### config.mk
export PLATFORM = sky130hd
export DESIGN_NAME = gpio_pad_mode_ctrl
export DESIGN_NICKNAME = d
export VERILOG_FILES = /design/src/rtl/gpio_pad_mode_ctrl.sv
export SDC_FILE = /design/constraint.sdc
export NUM_CORES = 1
export LEC_CHECK = 0
export BUFFER_PORTS_ARGS = -buffer_cell sky130_fd_sc_hd__buf_4
export CORE_ASPECT_RATIO = 0.9
export CORE_UTILIZATION = 25
export CTS_CLUSTER_SIZE = 30
export DETAILED_ROUTE_END_ITERATION = 12
export MAX_ROUTING_LAYER = met4
export PLACE_DENSITY = 0.47
export SLEW_MARGIN = 20
export SYNTH_ARGS = -nofsm -noshare
export SYNTH_HDL_FRONTEND = slang
export SYNTH_SLANG_ARGS = --single-unit
### constraint.sdc
create_clock -name clk -period 3.1 [get_ports clk]
set_input_delay 0.62 -clock clk [delete_from_list [all_inputs] [get_ports clk]]
set_output_delay 0.62 -clock clk [all_outputs]
set_load 0.1 [all_outputs]
### src/rtl/gpio_pad_mode_ctrl.sv
// gpio_pad_mode_ctrl
//
// Per-pad drive-mode and output-value controller feeding the GPIO pad
// wrappers. Each pad holds a 3-bit DM word and an OUT bit. A mode change that
// flips a pad between input and output class goes through a break-before-make
// turnaround: the pad sits in plain input mode (001) for TURN_CYCLES cycles
// before the new mode is applied.
//
// Parameters:
//   NUM_PADS    - number of pads (1..64)
//   TURN_CYCLES - cycles held in safe input mode during a turnaround (>=1)
//   AW          - pad address width
//
// Ports:
//   clk, rst    - clock, asynchronous active-high reset
//   wr_valid    - write request; accepted when wr_valid && wr_ready
//   wr_ready    - high while idle
//   wr_addr     - target pad index
//   wr_dm_en    - update mode with wr_dm (illegal modes stored as 001)
//   wr_dm       - requested mode
//   wr_out_en   - update output value with wr_out
//   wr_out      - requested output value
//   wr_err      - one-cycle pulse after an accepted out-of-range write
//   busy        - turnaround in progress
//   pad_dm      - per-pad DM[2:0], pad i at [3i+2:3i]
//   pad_out     - per-pad OUT
//   pad_in      - per-pad IN from the pad wrappers
//   gpio_in     - pad inputs as seen by the core
//
// Build option:
//   GPIO_IN_SYNC_EN - when defined, gpio_in passes through a two-flop
//                     synchronizer per pad; otherwise it is pad_in directly.

module gpio_pad_mode_ctrl #(
    parameter int NUM_PADS    = 8,
    parameter int TURN_CYCLES = 4,
    parameter int AW          = (NUM_PADS > 1) ? $clog2(NUM_PADS) : 1
) (
    input  logic                  clk,
    input  logic                  rst,
    input  logic                  wr_valid,
    output logic                  wr_ready,
    input  logic [AW-1:0]         wr_addr,
    input  logic                  wr_dm_en,
    input  logic [2:0]            wr_dm,
    input  logic                  wr_out_en,
    input  logic                  wr_out,
    output logic                  wr_err,
    output logic                  busy,
    output logic [3*NUM_PADS-1:0] pad_dm,
    output logic [NUM_PADS-1:0]   pad_out,
    input  logic [NUM_PADS-1:0]   pad_in,
    output logic [NUM_PADS-1:0]   gpio_in
);

    localparam logic [0:0] ST_IDLE = 1'b0;
    localparam logic [0:0] ST_TURN = 1'b1;

    localparam logic [2:0] DM_IN = 3'b001;
    localparam logic [2:0] DM_PU = 3'b010;
    localparam logic [2:0] DM_PD = 3'b011;
    localparam logic [2:0] DM_OE = 3'b110;

    localparam int              CW        = (TURN_CYCLES > 1) ? $clog2(TURN_CYCLES) : 1;
    localparam logic [CW-1:0]   CNT_LOAD  = CW'(TURN_CYCLES - 1);
    localparam logic [AW:0]     PAD_LIMIT = (AW+1)'(NUM_PADS);

    logic [0:0]            r_state;
    logic [CW-1:0]         r_cnt;
    logic [AW-1:0]         r_tgt;
    logic [2:0]            r_new_dm;
    logic                  r_err;
    logic [3*NUM_PADS-1:0] r_dm;
    logic [NUM_PADS-1:0]   r_out;

    logic                  w_accept;
    logic                  w_addr_ok;
    logic [2:0]            w_legal_dm;
    logic [2:0]            w_cur_dm;
    logic                  w_turn;

    assign wr_ready  = (r_state == ST_IDLE);
    assign busy      = (r_state == ST_TURN);
    assign wr_err    = r_err;
    assign pad_dm    = r_dm;
    assign pad_out   = r_out;

    assign w_accept  = wr_valid && wr_ready;
    assign w_addr_ok = ({1'b0, wr_addr} < PAD_LIMIT);

    always_comb begin
        case (wr_dm)
            DM_IN, DM_PU, DM_PD, DM_OE: w_legal_dm = wr_dm;
            default:                    w_legal_dm = DM_IN;
        endcase
    end

    // Current mode of the addressed pad (don't-care when out of range).
    always_comb begin
        w_cur_dm = DM_IN;
        for (int unsigned i = 0; i < NUM_PADS; i++) begin
            if (wr_addr == AW'(i)) begin
                w_cur_dm = r_dm[3*i +: 3];
            end
        end
    end

    // Turnaround only when the output-enable class actually changes.
    assign w_turn = wr_dm_en && ((w_legal_dm == DM_OE) != (w_cur_dm == DM_OE));

    // The safe mode is written into the pad register at acceptance, so the
    // pad naturally reads 001 for the whole TURN phase; the latched mode is
    // committed when the counter expires.
    always_ff @(posedge clk or posedge rst) begin
        if (rst) begin
            r_state  <= ST_IDLE;
            r_cnt    <= '0;
            r_tgt    <= '0;
            r_new_dm <= DM_IN;
            r_err    <= 1'b0;
            r_dm     <= {NUM_PADS{DM_IN}};
            r_out    <= '0;
        end else begin
            r_err <= w_accept && !w_addr_ok;
            case (r_state)
                ST_IDLE: begin
                    if (w_accept && w_addr_ok) begin
                        for (int unsigned i = 0; i < NUM_PADS; i++) begin
                            if (wr_addr == AW'(i)) begin
                                if (wr_out_en) begin
                                    r_out[i] <= wr_out;
                                end
                                if (w_turn) begin
                                    r_dm[3*i +: 3] <= DM_IN;
                                end else if (wr_dm_en) begin
                                    r_dm[3*i +: 3] <= w_legal_dm;
                                end
                            end
                        end
                        if (w_turn) begin
                            r_new_dm <= w_legal_dm;
                            r_tgt    <= wr_addr;
                            r_cnt    <= CNT_LOAD;
                            r_state  <= ST_TURN;
                        end
                    end
                end
                ST_TURN: begin
                    if (r_cnt == '0) begin
                        for (int unsigned i = 0; i < NUM_PADS; i++) begin
                            if (r_tgt == AW'(i)) begin
                                r_dm[3*i +: 3] <= r_new_dm;
                            end
                        end
                        r_state <= ST_IDLE;
                    end else begin
                        r_cnt <= r_cnt - 1'b1;
                    end
                end
                default: r_state <= ST_IDLE;
            endcase
        end
    end

`ifdef GPIO_IN_SYNC_EN
    logic [NUM_PADS-1:0] r_sync1;
    logic [NUM_PADS-1:0] r_sync2;

    always_ff @(posedge clk or posedge rst) begin
        if (rst) begin
            r_sync1 <= '0;
            r_sync2 <= '0;
        end else begin
            r_sync1 <= pad_in;
            r_sync2 <= r_sync1;
        end
    end

    assign gpio_in = r_sync2;
`else
    assign gpio_in = pad_in;
`endif

endmodule

==> run_results.csv <==
group,metric,value,unit
synthesis,synth_edf_count,0,
critical_path,path_class,"input port to flip-flop",
sta,fin_ws,634,ps
synthesis,syn_nets,240,
placement,pre_cts_slack,328,ps
synthesis,avgSynthCellArea,10.5,µm²
critical_path,critPathLaunchType,"input port",
synthesis,muxShareOfSynthArea,14.1,%
critical_path,path_max_fanout,14,
global_route,grt_first_pass_wirelength,9.50,mm
clock_tree,cts.sink_count,41,
critical_path,worstPathArrival,2620,ps
synthesis,yosys.area.top_type,"dfrtp_1",
detailed_routing,wl_per_cell,15.8,µm
finish,layout.nets,278,
clock_tree,cts_setup_buffers,0,
global_route,grt_pass1_vias,1827,
detailed_routing,routed_wl,5.97,mm
die,initial_core_util,26.3,%
synthesis,synth-compound-area-share,16.5,%
sta,fin_crit_sh,79.5,%
die,io_pins,63,
finish,insertedDiodeCount,0,
finish,syn2layout_area_growth,21.0,%
clock_tree,cts_tree,"yes",
sta,hold_violations,0,
synthesis,synth_top_area_share,34.8,%
synthesis,synthTopCellsByArea,"dfrtp_1 (35%), mux2_2 (13%), dfstp_2 (10%)",
clock_tree,cts_buffer_depth,2,
hold_path,hp-class,"input port to async pin",
clock_tree,post_cts_resized,0,
finish,regArea,1040,µm²
clock_tree,htreeDepth,2,
sta,fmax,406,MHz
placement,dp_hpwl,4.29,mm
detailed_routing,antenna_left,0,
sta,relSlewSlack,59.9,%
detailed_routing,drcViolationCount,0,
clock_tree,clk_pin_slew,80,ps
detailed_routing,avgViaCountPerCell,4.85,
sta,layout_min_cycle_time,2470,ps
status,status,"finished, final reports clean",
die,core_area,8770,µm²
finish,drive_above_1_share,38.8,%
flow_run,maxCapViolations,0,
synthesis,synthSimpleGateAreaFrac,17.0,%
synthesis,ys.warnings.count,0,
synthesis,synth.distinct_cells,50,
sta,setup_viol,0,
clock_tree,cts_buffers,5,
synthesis,ys_seq_elements,41,
sta,final.setup.tns,0,ps
die,dieArea,9600,µm²
sta,finClkSkew,2.57,ps
global_route,antenna_found_initial,0,
die,rows,32,
synthesis,ys_seq_area_share,45.1,%
synthesis,async_reset_ff_share,100,%
detailed_routing,drtIter0Drc,97,
finish,multi_input_area,1110,µm²
detailed_routing,vias,1827,
die,die_w,103,µm
sta,worst_pin_slew,595,ps
sta,grt_setup_unrepaired,"no",
sta,final-max-slew-violation-count,0,
critical_path,worstPathRequired,3250,ps
detailed_routing,first_pass_iters,4,
placement,gp_routability_congestion,0.800,
global_route,grt_max_degree,42,
synthesis,synthesis.area,2300,µm²
global_route,overflow,0,
die,die-height,93.0,µm
global_route,gr-usage-all-layers,13.4,%
placement,io_buffers,45,
finish,nFillCells,913,
clock_tree,insertion_delay,290,ps
synthesis,netlist_instances,219,
synthesis,synth_top_family_by_area,"simple AND/OR/NAND/NOR gates",
clock_tree,ctsRootBufferMaster,"clkbuf_8",
clock_tree,hold_buffers,0,
critical_path,end_kind,"flip-flop",
synthesis,ys.flop_type,"dfrtp_1",
synthesis,synthAdderAreaFrac,0.543,%
synthesis,synthXorXnorAreaFrac,0,%
worst paths after layout:
kind,startpoint,depth (start not counted),endpoint,slack (ps)
hold / removal,rst,3,pad_dm[7],470
setup reg to reg,pad_dm[0],6,pad_dm[20],790
hold reg to reg,r_new_dm[2],2,r_new_dm[2],500
min in group clk,r_new_dm[2],2,r_new_dm[2],500
setup / recovery,wr_addr[2],7,pad_dm[4],630
max in group asynchronous,rst,3,pad_dm[12],2260
registers in the layout, indices dropped and copies added, names as in the netlist:
register / cells
busy: 1
r_new_dm: 3
r_cnt: 2
r_tgt: 3
pad_out: 8
pad_dm: 24
area by class of cell:
cell class	instances	share of cell area (%)
Multi-Input combinational cell	151	39.9
Tap cell	119	5.34
Clock buffer	8	3.23
Sequential cell	41	37.2
Timing Repair Buffer	48	12.9
Inverter	10	1.39
kinds of logic (layout without fill, tap and decap cells):
| kind of cell | after synthesis | after routing |
|---|---|---|
| flops | 41 | 41 |
| compound gates | 44 | 44 |
| other cells | 1 | 1 |
| mux | 29 | 29 |
| buf+inv | 27 | 66 |
| fa+ha+maj | 1 | 1 |
| simple gates | 76 | 76 |
synth_stat cells, types with 2 or more instances:
cell type   n
a21oi_1    12
a211oi_4    3
inv_1       9
a32oi_1     2
buf_4      11
a22oi_1     2
o21ai_0     6
mux2i_1     2
nand3b_1    4
a21oi_4     2
nor4bb_1    2
a211oi_1    2
dfstp_2     9
nor4b_1     2
buf_2       3
nor2_1     20
nand3_1     3
nand2_1    22
a31oi_1     2
a21o_1      2
nor3_1      7
nand4_1     4
dfrtp_1    32
mux2_2     27
nor2b_1     3
a32o_1      2
worst max-delay path, stage by stage:
cell and delay [ps]:
buf_4 170, nand3b_1 280, o32ai_1 420, a21oi_4 80, a21o_1 330, a211oi_4 550
a31oi_1 160
metal layers:
metal	track usage [%]	part of all wire, %	up-vias
met5	-	0	-
met2	18.1	41	66
met1	19.9	52	896
li1	-	-	861
met3	2.99	5.6	4
met4	3.40	0.89	0
cell usage in the layout (no fill, tap or decap), drive strengths merged, types with 3 or more instances in the layout:
master,Yosys,routed
buf,16,48
dfrtp,32,32
mux2,27,27
nand2,22,22
nor2,20,20
a21oi,14,14
inv,9,9
dfstp,9,9
clkbuf,1,8
nor3,7,7
o21ai,6,6
a211oi,5,5
nand3b,4,4
nand4,4,4
nor2b,3,3
nand3,3,3
metrics by stage:
stage	instances	util, %	hold slack, ps	instance area [µm²]
floorplan	219	-	455	2300
global placement	369	30.8	481	2700
detailed placement	369	30.8	478	2700
CTS	377	31.8	492	2790
global route	377	31.8	528	2790
finish	377	31.8	465	2790
Power is not shown: default switching activity piles up to over one toggle a cycle in this logic, so the estimate is an artifact.
